==> config.mk <==
export PLATFORM = sky130hd
export DESIGN_NAME = ring_stream_serializer
export DESIGN_NICKNAME = d
export VERILOG_FILES = /design/src/rtl/ring_pkg.sv /design/src/rtl/wrap_counter.sv /design/src/rtl/ring_stream_serializer.sv
export SDC_FILE = /design/constraint.sdc
export NUM_CORES = 1
export LEC_CHECK = 0
export ABC_AREA = 1
export CAP_MARGIN = 20
export CORE_AREA = 2 2 51 53
export CTS_CLUSTER_SIZE = 16
export DETAILED_ROUTE_END_ITERATION = 8
export DIE_AREA = 0 0 53 55
export PLACE_DENSITY = 0.7
export SETUP_SLACK_MARGIN = 0.3
export SLEW_MARGIN = 0
export SYNTH_ARGS = -nofsm -noshare
export SYNTH_HDL_FRONTEND = slang
export SYNTH_HIERARCHICAL = 1
export SYNTH_SLANG_ARGS = --single-unit
==> constraint.sdc <==
create_clock -name clk -period 1.9 [get_ports clk]
set_clock_uncertainty 0.15 [all_clocks]
set_input_delay 0.38 -clock clk [delete_from_list [all_inputs] [get_ports clk]]
set_output_delay 0.38 -clock clk [all_outputs]
set_load 0.1 [all_outputs]
==> src/rtl/ring_pkg.sv <==
// Shared types and sizing helpers for the ring buffer FIFO and its drain stages.
package ring_pkg;

  typedef enum logic [0:0] {S_IDLE, S_SEND} ser_state_t;

  // Counter width for a modulo-n counter, never narrower than one bit.
  function automatic int unsigned cnt_w(input int unsigned n);
    int unsigned w;
    w = int'($clog2(n));
    return (w < 1) ? 1 : w;
  endfunction

endpackage

==> src/rtl/wrap_counter.sv <==
// Modulo-MAX counter with synchronous clear (priority) and increment enable.
module wrap_counter
  import ring_pkg::*;
#(
  parameter int unsigned MAX = 4
) (
  input  logic                  clk,
  input  logic                  rst_n,
  input  logic                  clr,
  input  logic                  inc,
  output logic [cnt_w(MAX)-1:0] count,
  output logic                  at_max
);

  localparam int unsigned W = cnt_w(MAX);

  logic [W-1:0] count_q, count_d;

  assign at_max = (count_q == W'(MAX - 1));
  assign count  = count_q;

  always_comb begin
    count_d = count_q;
    if (clr) begin
      count_d = '0;
    end else if (inc) begin
      count_d = at_max ? '0 : count_q + W'(1);
    end
  end

  always_ff @(posedge clk or negedge rst_n) begin
    if (!rst_n) count_q <= '0;
    else        count_q <= count_d;
  end

endmodule

==> src/rtl/ring_stream_serializer.sv <==
// Pops words from the ring FIFO's show-ahead head and streams them out as
// LSB-first slices, flagging the last slice of every PKT_WORDS-word packet.
module ring_stream_serializer
  import ring_pkg::*;
#(
  parameter int unsigned IN_WIDTH  = 8,
  parameter int unsigned OUT_WIDTH = 2,
  parameter int unsigned PKT_WORDS = 4
) (
  input  logic                 clk,
  input  logic                 rst_n,
  input  logic                 enable,
  input  logic                 clear,
  input  logic [IN_WIDTH-1:0]  fifo_head,
  input  logic                 fifo_empty,
  output logic                 fifo_pop,
  output logic [OUT_WIDTH-1:0] out_data,
  output logic                 out_valid,
  input  logic                 out_ready,
  output logic                 out_last,
  output logic                 busy
);

  localparam int unsigned SLICES = IN_WIDTH / OUT_WIDTH;
  localparam int unsigned SW     = cnt_w(SLICES);
  localparam int unsigned PW     = cnt_w(PKT_WORDS);

  ser_state_t          state_q, state_d;
  logic [IN_WIDTH-1:0] shift_q, shift_d;

  logic          fetch, acc, pop;
  logic          slice_clr, slice_inc, slice_at_max;
  logic          pkt_clr, pkt_inc, pkt_at_max;
  logic [SW-1:0] slice_cnt;
  logic [PW-1:0] pkt_cnt;
  logic          unused_cnt;

  assign fetch = enable & ~fifo_empty & ~clear;
  assign busy  = (state_q == S_SEND);
  assign acc   = busy & out_ready;

  assign out_valid = busy;
  assign out_data  = busy ? shift_q[OUT_WIDTH-1:0] : '0;
  assign out_last  = busy & slice_at_max & pkt_at_max;
  // Pop is suppressed while reset is held so the FIFO head never advances.
  assign fifo_pop  = pop & rst_n;

  // Counter values are only consumed through their wrap flags.
  assign unused_cnt = ^{slice_cnt, pkt_cnt};

  always_comb begin
    state_d   = state_q;
    shift_d   = shift_q;
    pop       = 1'b0;
    slice_clr = 1'b0;
    slice_inc = 1'b0;
    pkt_clr   = 1'b0;
    pkt_inc   = 1'b0;
    if (clear) begin
      state_d   = S_IDLE;
      shift_d   = '0;
      slice_clr = 1'b1;
      pkt_clr   = 1'b1;
    end else begin
      unique case (state_q)
        S_IDLE: begin
          if (fetch) begin
            pop       = 1'b1;
            shift_d   = fifo_head;
            slice_clr = 1'b1;
            state_d   = S_SEND;
          end
        end
        S_SEND: begin
          if (acc && !slice_at_max) begin
            shift_d   = shift_q >> OUT_WIDTH;
            slice_inc = 1'b1;
          end else if (acc) begin
            // Word done: chain straight into the next word when one is ready.
            pkt_inc = 1'b1;
            if (fetch) begin
              pop       = 1'b1;
              shift_d   = fifo_head;
              slice_clr = 1'b1;
            end else begin
              slice_inc = 1'b1;
              state_d   = S_IDLE;
            end
          end
        end
        default: state_d = S_IDLE;
      endcase
    end
  end

  always_ff @(posedge clk or negedge rst_n) begin
    if (!rst_n) begin
      state_q <= S_IDLE;
      shift_q <= '0;
    end else begin
      state_q <= state_d;
      shift_q <= shift_d;
    end
  end

  wrap_counter #(.MAX(SLICES)) u_slice_cnt (
    .clk    (clk),
    .rst_n  (rst_n),
    .clr    (slice_clr),
    .inc    (slice_inc),
    .count  (slice_cnt),
    .at_max (slice_at_max)
  );

  wrap_counter #(.MAX(PKT_WORDS)) u_pkt_cnt (
    .clk    (clk),
    .rst_n  (rst_n),
    .clr    (pkt_clr),
    .inc    (pkt_inc),
    .count  (pkt_cnt),
    .at_max (pkt_at_max)
  );

endmodule

==> run_results.csv <==
group,metric,value,unit
layout,diodes,0,
critical_path,arrival,1.35,ns
placement,dp_hpwl,1.621,mm
critical_path,crit_chain,"inv_2 -> o21bai_4 -> nor2_4 -> buf_12",
critical_path,startpoint,"busy$_DFF_PN0_",
clock_tree,tritoncts,"yes",
synthesis,synth.cell_area,895.9,um2
worst_hold_path,min_path_type,"in -> async",
outcome,outcome,"finished clean",
synthesis,synth_cells,130,
sta,setup-tns-final,0,ns
synthesis,ys_ff_latch,13,
route,wl_met1,905,um
critical_path,crit_buf_inv,2,
global_routing,grt_use_total,17.78,%
clock_tree,cts_max_path_buffers,2,
pwr,ir_drop,325.8,uV
global_routing,grt_pass1_vias,886,
route,ant_nets,0,
placement,gp_congestion,0.8160,
critical_path,cp.required,1.37,ns
die,placementRows,18,
global_routing,grt_overflow,0,
route,routedWlPerCell,11.38,um
sta,grt_setup_unrepaired,"yes",
sta,max-slew-margin-rel,80.73,%
sta,hold_viol,0,
die,die_y,55,um
synthesis,synth_top_family_by_area,"simple AND/OR/NAND/NOR gates",
route,wl_met2,1.208,mm
critical_path,cp-start-kind,"flip-flop",
route,viasPerCell,4.939,
route,top_layer,"met4",
critical_path,cp_top_family,"flip-flops",
critical_path,timing.rr.start,"u_slice_cnt/count[0]$_DFFE_PN0P_",
route,routed_wl,2.254,mm
layout,fin_nets,185,
pwr,p_leak,0.7420,nW
die,core-area,0.002365,mm2
critical_path,crit_path_max_fanout,7,
sta,setup_viol,0,
synthesis,synth-simple-area-share,44.97,%
route,dr.first_iter.drc_count,23,
global_routing,grt_pass1_wl,3.739,mm
clock_tree,cts_sinks,13,
synthesis,muxShareOfSynthArea,0,%
clock_tree,htree_num_levels,1,
sta,slew_violations,0,
synthesis,synthAdderAreaFrac,2.793,%
synthesis,synth_compound_area_share,4.330,%
placement,dp.cells,184,
critical_path,slowest_stage,"dfrtp_4",
route,drc,0,
route,first_pass_iters,4,
die,start_util,37.88,%
synthesis,synth_area_per_cell,6.891,um2
synthesis,synth_xor_area_share,0,%
job,maxCapViolations,0,
sta,tightest_slew,0.2890,ns
clock_tree,clock-root-buffer,"clkbuf_4",
sta,period_needed,1.879,ns
die,dieArea,0.002915,mm2
layout,area_delta_synth_final,56.98,%
pwr,powerDensity,510.5,mW/mm2
global_routing,antenna_found_initial,0,
layout,utilization,59.47,%
route,wl_met3,71,um
layout,drive_gt1_share,33.33,%
sta,fmax,532.2,MHz
layout,layout.cells.non_filler,198,
route,via_count,978,
placement,io_buffer_count,19,
critical_path,endpoint_kind,"primary output",
critical_path,crit_type,"reg -> out",
critical_path,max_stage_delay,0.55,ns
synthesis,syn_nets,146,
die,die_w,53,um
synthesis,yosysWarnings,6,
clock_tree,numCtsBuffers,3,
sta,period_share,98.89,%
synthesis,synth.distinct_cells,23,
clock_tree,clk-insertion-delay-late,0.28,ns
synthesis,yosysSeqAreaShare,36.31,%
clock_tree,clkSlewWorstSetupHoldPaths,0.08,ns
global_routing,grt_max_degree,14,
die,io_pins,20,
==> kinds of logic after synthesis <==
group / Yosys count
flops: 13
fa+ha+maj: 2
buf+inv: 23
compound gates: 6
simple gates: 86
==> final timing paths <==
kind	end	slack (ns)	depth (start not counted)
min in group clk	u_pkt_cnt/count[1]$_DFFE_PN0P_	0.35	2
max in group asynchronous	busy$_DFF_PN0_	1.08	2
max reg2reg	u_slice_cnt/count[0]$_DFFE_PN0P_	0.37	8
max	fifo_pop	0.02	4
min	shift_q[3]$_DFFE_PN0P_	0.34	2
min reg2reg	u_pkt_cnt/count[1]$_DFFE_PN0P_	0.35	2
==> metrics by stage <==
step,setup WS [ns],instance area (um2),total power [mW],hold slack (ns)
3_5_place_dp,-0.1756,1262,0.5240,0.3339
5_1_grt,-0.06163,1406,0.7587,0.3518
3_3_place_gp,-0.1750,1262,0.5194,0.3099
4_1_cts,0.02473,1371,0.7155,0.3533
2_1_floorplan,-0.07975,938.4,0.4388,-0.06559
6_report,0.02116,1406,0.7180,0.3392
==> placed cells by master (no fill, tap or decap), types with 4 or more instances in the layout <==
| cell | count |
|---|---|
| nor2_1 | 10 |
| inv_1 | 11 |
| nand2_1 | 42 |
| inv_2 | 5 |
| nor2_4 | 4 |
| dfrtp_1 | 12 |
| buf_12 | 6 |
| buf_4 | 16 |
| dlygate4sd2_1 | 4 |
| nand4_1 | 6 |
| clkdlybuf4s50_1 | 9 |
| nor2_2 | 4 |
| nand3_1 | 12 |
==> synthesized netlist by cell type <==
cell       n  area [um2]
buf_4      2       15.01
dfrtp_1   13       325.3
nand3_1   12       60.06
nor2_2     4       25.02
o21bai_1   1       7.510
o21ai_1    1       5.000
nor2_4     1       11.26
inv_1     14       52.55
o211ai_1   1       7.510
nand2_2    2       12.51
inv_2      4       15.01
nor3_1     1       5.000
nand4_1    6       37.54
nor2_1    13       48.80
clkinv_2   1       5.000
a21oi_1    2       10.01
o21ai_2    1       8.760
buf_2      1       5.000
ha_1       2       25.02
buf_6      1       11.26
nand2_1   44       165.2
nand3_4    1       17.52
nand3_2    2       20.02
==> state kept, by name (all words and copies together), names as in the netlist <==
register and count:
u_pkt_cnt/count 2, busy 1, shift_q 8, u_slice_cnt/count 2
==> power breakdown <==
group	switching [mW]	internal, mW
Sequential	0.0186	0.294
Combinational	0.130	0.0978
Clock	0.0958	0.0815
Total	0.245	0.473
==> metal layers <==
layer / vias up / global-route usage (%)
li1: 485 / -
met1: 460 / 19.22
met2: 24 / 33.54
met3: 9 / 2.419
met4: 0 / 9.829
met5: - / 0
==> cell type report <==
type	count	area (um2)
fill	235	958.4
multi-input combinational	95	545.5
timing repair buffer	37	387.9
sequential	13	329.1
inverter	19	80.08
tap	30	37.54
clock buffer	4	26.28
==> repair_timing <==
item | CTS | global route
hold buffers | 0 | 0
buffers inserted | 8 | 1
endpoints found under the setup margin | 9 | 14
resized for setup | 11 | 4
gates cloned | 0 | 1
pin swaps | 4 | 2
(Power assumes the default switching activity.)
